==> config.mk <==
export PLATFORM = sky130hd
export DESIGN_NAME = calc_entry_seq
export DESIGN_NICKNAME = d
export VERILOG_FILES = /design/src/rtl/calc_entry_seq.sv
export SDC_FILE = /design/constraint.sdc
export NUM_CORES = 1
export LEC_CHECK = 0
export ABC_AREA = 0
export CAP_MARGIN = 20
export CORE_MARGIN = 10
export CORE_UTILIZATION = 38
export CTS_CLUSTER_SIZE = 28
export DETAILED_ROUTE_END_ITERATION = 10
export GPL_TIMING_DRIVEN = 1
export PLACE_DENSITY = 0.63
export SLEW_MARGIN = 10
export SYNTH_ARGS = -nofsm -noshare
export SYNTH_HDL_FRONTEND = slang
export SYNTH_SLANG_ARGS = --single-unit
==> constraint.sdc <==
create_clock -name clk -period 2.85 [get_ports clk]
set_input_delay 0.57 -clock clk [delete_from_list [all_inputs] [get_ports clk]]
set_output_delay 0.57 -clock clk [all_outputs]
set_load 0.005 [all_outputs]
==> src/rtl/calc_entry_seq.sv <==
// Operand-entry sequencer: ENTRY -> OP_SEL -> OP_LOCK -> SHOW, steering digit/operator/clear strobes.
// Optional macro CALC_SEQ_EDGE_DETECT_EN: derive events from rising edges of registered inputs.
module calc_entry_seq #(
    parameter int N_OPERANDS = 2,
    parameter int MAX_DIGITS = 4
) (
    input  logic                          clk,
    input  logic                          rst_n,
    input  logic                          exe,
    input  logic                          button,
    input  logic                          clear,
    output logic                          load_stb,
    output logic [$clog2(N_OPERANDS)-1:0] operand_idx,
    output logic [3:0]                    digit_cnt,
    output logic                          digit_full,
    output logic                          op_stb,
    output logic                          clr_stb,
    output logic [1:0]                    phase
);

    localparam int IDX_W = $clog2(N_OPERANDS);
    localparam logic [IDX_W-1:0] LAST_IDX = IDX_W'(N_OPERANDS - 1);
    localparam logic [3:0]       MAX_CNT  = 4'(MAX_DIGITS);

    typedef enum logic [1:0] {
        ENTRY   = 2'd0,
        OP_SEL  = 2'd1,
        OP_LOCK = 2'd2,
        SHOW    = 2'd3
    } phase_t;

    phase_t state;
    logic   ev_exe, ev_btn, ev_clr;

`ifdef CALC_SEQ_EDGE_DETECT_EN
    logic exe_q, button_q, clear_q;

    always_ff @(posedge clk or negedge rst_n) begin
        if (!rst_n) begin
            exe_q    <= 1'b0;
            button_q <= 1'b0;
            clear_q  <= 1'b0;
        end else begin
            exe_q    <= exe;
            button_q <= button;
            clear_q  <= clear;
        end
    end

    assign ev_exe = exe & ~exe_q;
    assign ev_btn = button & ~button_q;
    assign ev_clr = clear & ~clear_q;
`else
    assign ev_exe = exe;
    assign ev_btn = button;
    assign ev_clr = clear;
`endif

    // Widened copies so the legality check stays meaningful for every parameter choice.
    logic [31:0] idx_ext, cnt_ext;
    logic        state_ok;
    assign idx_ext  = 32'(operand_idx);
    assign cnt_ext  = 32'(digit_cnt);
    assign state_ok = (idx_ext < 32'(N_OPERANDS)) && (cnt_ext <= 32'(MAX_DIGITS));

    always_ff @(posedge clk or negedge rst_n) begin
        if (!rst_n) begin
            state       <= ENTRY;
            operand_idx <= '0;
            digit_cnt   <= 4'd0;
            load_stb    <= 1'b0;
            op_stb      <= 1'b0;
            clr_stb     <= 1'b0;
        end else begin
            load_stb <= 1'b0;
            op_stb   <= 1'b0;
            clr_stb  <= 1'b0;
            if (ev_clr || !state_ok) begin
                state       <= ENTRY;
                operand_idx <= '0;
                digit_cnt   <= 4'd0;
                clr_stb     <= ev_clr;
            end else begin
                case (state)
                    ENTRY: begin
                        if (ev_exe) begin
                            if (operand_idx < LAST_IDX) begin
                                operand_idx <= operand_idx + 1'b1;
                                digit_cnt   <= 4'd0;
                            end else begin
                                state <= OP_SEL;
                            end
                        end else if (ev_btn && (digit_cnt < MAX_CNT)) begin
                            load_stb  <= 1'b1;
                            digit_cnt <= digit_cnt + 4'd1;
                        end
                    end
                    OP_SEL: begin
                        if (!ev_exe && ev_btn) begin
                            op_stb <= 1'b1;
                            state  <= OP_LOCK;
                        end
                    end
                    OP_LOCK: begin
                        if (ev_exe) begin
                            state <= SHOW;
                        end
                    end
                    SHOW: begin
                        if (ev_exe) begin
                            clr_stb     <= 1'b1;
                            state       <= ENTRY;
                            operand_idx <= '0;
                            digit_cnt   <= 4'd0;
                        end
                    end
                    default: begin
                        state       <= ENTRY;
                        operand_idx <= '0;
                        digit_cnt   <= 4'd0;
                    end
                endcase
            end
        end
    end

    assign phase      = state;
    assign digit_full = (state == ENTRY) && (digit_cnt == MAX_CNT);

endmodule

==> qor.txt <==
status - finished, final reports clean
HP Class - register to register
num rows - 14
multiplexer share of the synthesized area - 0%
setup bufs post-CTS - 0
Netlist cell types - 25
Synth-to-Final Area Change - 35.5%
DRC - 0
Non-Filler Instances - 94
RSZ-0062 raised after global routing - no
share of cells above drive strength 1 - 7.69%
nets - 91
setup TNS - 0 ns
final WL - 1320 um
Buf/Inv on CP - 2
clock latency at the later pin of the worst-skew pair - 0.27 ns
dpl cells - 90
leading post-synthesis cells by cell area - dfrtp_1 43%, ha_1 15%, nor3_1 4.3%
peak supply drop - 283 uV
final critical-path required period - 2.38 ns
WS Path Type - register to output pin
IO buf count - 15
hold depth - 1
Crit path arrival time - 1.81 ns
Die X - 59.1 um
clock root cell - clkbuf_4
HPWL after DPL - 1060 um
TritonRoute pass-1 iters - 4
vias in the first global route - 480
R2R depth - 6
synth warn - 0
CTS buffer count - 3
post-synthesis compound-gate area fraction - 13.8%
Startpoint Class - register
via count - 486
CP max stage cell - clkdlybuf4s50_1
Slew Limit Fails - 0
Synth Area in Simple Gates - 23.7%
IO Pins - 16
final hold violations - 0
fmax - 420 MHz
die area - 0.00350 mm2
Tot GR Track Use - 8.21%
reg-to-reg startpoint - phase[0]$_DFFE_PN0P_
Tightest Pin Transition - 0.512 ns
Crit path depth - 4
min-delay src - digit_cnt[0]$_DFFE_PN0P_
H-tree depth - 1
area of the multi-input gates - 309 um2
diode count - 0
register bit total from synthesis - 10
Starting Density - 39.5%
DRT antenna net count - 0
Clock transition at path regs - 0.06 ns
Synth Area in Adders - 15.1%
PD cells - 398 mW/mm2
fin crit share - 83.5%
clk_skew - 0.00841 ns
GRT overflow - 0
number of max-cap violations - 0
Starting DRT DRC Count - 9
sequential share of the synthesized area - 43.0%
Synth area leader - dfrtp_1
WL per Instance - 14.1 um
CTS tree - yes
first-pass GRT wire length - 2210 um
endpoints failing setup - 0
max incr delay on CP - 0.50 ns
# resized after CTS - 0
FILL cells - 144
via/cell ratio - 5.17
clock sink count - 10
XOR/XNOR Fraction of Synth Area - 0%
Worst setup EP type - output pin
GP Congestion - 0.786
initial antenna violation count - 0
clock buffer depth - 2
LEAKAGE - 0.335 nW
syn_nets - 71
critical-path maximum fanout - 7
Core ar. - 0.00147 mm2
die height - 59.1 um
required time worst endpoint - 2.28 ns
Post-Synthesis Cell Area - 582 um2
register area - 250 um2
Layout Utilization - 53.6%
hold buffers post-CTS - 0
CP Launch Point - phase[0]$_DFFE_PN0P_
Top delay family on crit path - buffers and inverters
syn_area_per_cell - 9.86 um2
Slew HR - 65.6%
area fraction of the dominant cell type after synthesis - 43.0%
main combinational cell family by area after synthesis - simple AND/OR/NAND/NOR gates
largest net degree at the start of global routing - 11
CP cell instances - inv_1 > ha_1 > and4b_2 > clkdlybuf4s50_1
Cells after Synth - 59
[logic make-up (layout without fill, tap and decap cells)]
family | after synthesis | count (layout)
other | 1 | 1
AOI/OAI and AO/OA | 12 | 12
buffers and inverters | 6 | 25
DFF | 10 | 10
and+or+nand+nor | 23 | 23
adders and majority gates | 7 | 7
[layout by cell type, fill, tap and decap left out, types with 2 or more instances in the layout]
cell type	instances
nor2_1	3
a21oi_1	4
nor3_1	5
ha_1	7
clkbuf_4	3
nand3_1	2
inv_1	6
nand2_1	3
nand2b_1	3
clkdlybuf4s50_1	15
dfrtp_1	10
[Yosys cell counts]
| library cell | count |
|---|---|
| dfrtp_1 | 10 |
| ha_1 | 7 |
| inv_1 | 6 |
| nor3_1 | 5 |
| a21oi_1 | 4 |
| nand2_1 | 3 |
| nand2b_1 | 3 |
| nor2_1 | 3 |
| nand3_1 | 2 |
| a211oi_1 | 1 |
| a21bo_1 | 1 |
| a31o_1 | 1 |
| and4b_2 | 1 |
| conb_1 | 1 |
| nand4_1 | 1 |
| nor2b_1 | 1 |
| o21a_1 | 1 |
| o21ai_0 | 1 |
| o21ai_1 | 1 |
| o221ai_1 | 1 |
| o31ai_1 | 1 |
| or2b_1 | 1 |
| or3_4 | 1 |
| or3b_1 | 1 |
| or4b_1 | 1 |
[routing by layer]
metal / GRT usage (%) / share of wire, %
met5: 0 / 0
met4: 3.93 / 2.1
met3: 4.08 / 7.1
met2: 12.8 / 46
met1: 9.09 / 44
[per-stage QoR]
stage	total power (W)	worst slack, ns	hold slack (ns)	cell area (um2)
CTS	0.000316	0.443	0.573	788
floorplan	0.000166	0.716	0.274	582
finish	0.000313	0.471	0.579	788
global route	0.000328	0.380	0.600	788
global placement	0.000186	0.445	0.559	752
detailed placement	0.000186	0.397	0.561	752
[cell type report]
type	instances	area share [%]
multi-input cells	43	39.2
flip-flops and latches	10	31.7
repair buffers	15	19.0
clock buffers	4	4.60
inverters	6	2.86
well taps	16	2.54
[worst register-to-register path, cell delays in order (launching register included)]
cell,delay (ns)
dfrtp_1,0.41
inv_1,0.13
ha_1,0.27
or3b_1,0.42
or3_4,0.36
or4b_1,0.48
a21oi_1,0.17
[registers in the layout, indices dropped and copies added (netlist names)]
register     count
clr_stb          1
digit_cnt        4
load_stb         1
op_stb           1
operand_idx      1
phase            2
[power breakdown]
| group | switching, W | leakage, nW | total (W) | internal [W] |
|---|---|---|---|---|
| Sequential | 0.00000254 | 0.134 | 0.000147 | 0.000145 |
| Clock | 0.0000530 | 0.0210 | 0.000131 | 0.0000776 |
| Combinational | 0.0000174 | 0.180 | 0.0000354 | 0.0000180 |
| Total | 0.0000729 | 0.335 | 0.000313 | 0.000241 |
[final timing paths]
path	end	slack (ns)
max	digit_full	0.47
min	digit_cnt[0]$_DFFE_PN0P_	0.58
max reg2reg	digit_cnt[1]$_DFFE_PN0P_	0.55
min reg2reg	digit_cnt[0]$_DFFE_PN0P_	0.58
max in group asynchronous	digit_cnt[0]$_DFFE_PN0P_	1.93
min in group asynchronous	digit_cnt[1]$_DFFE_PN0P_	0.61
No activity file was read; power rests on OpenSTA's default activity.
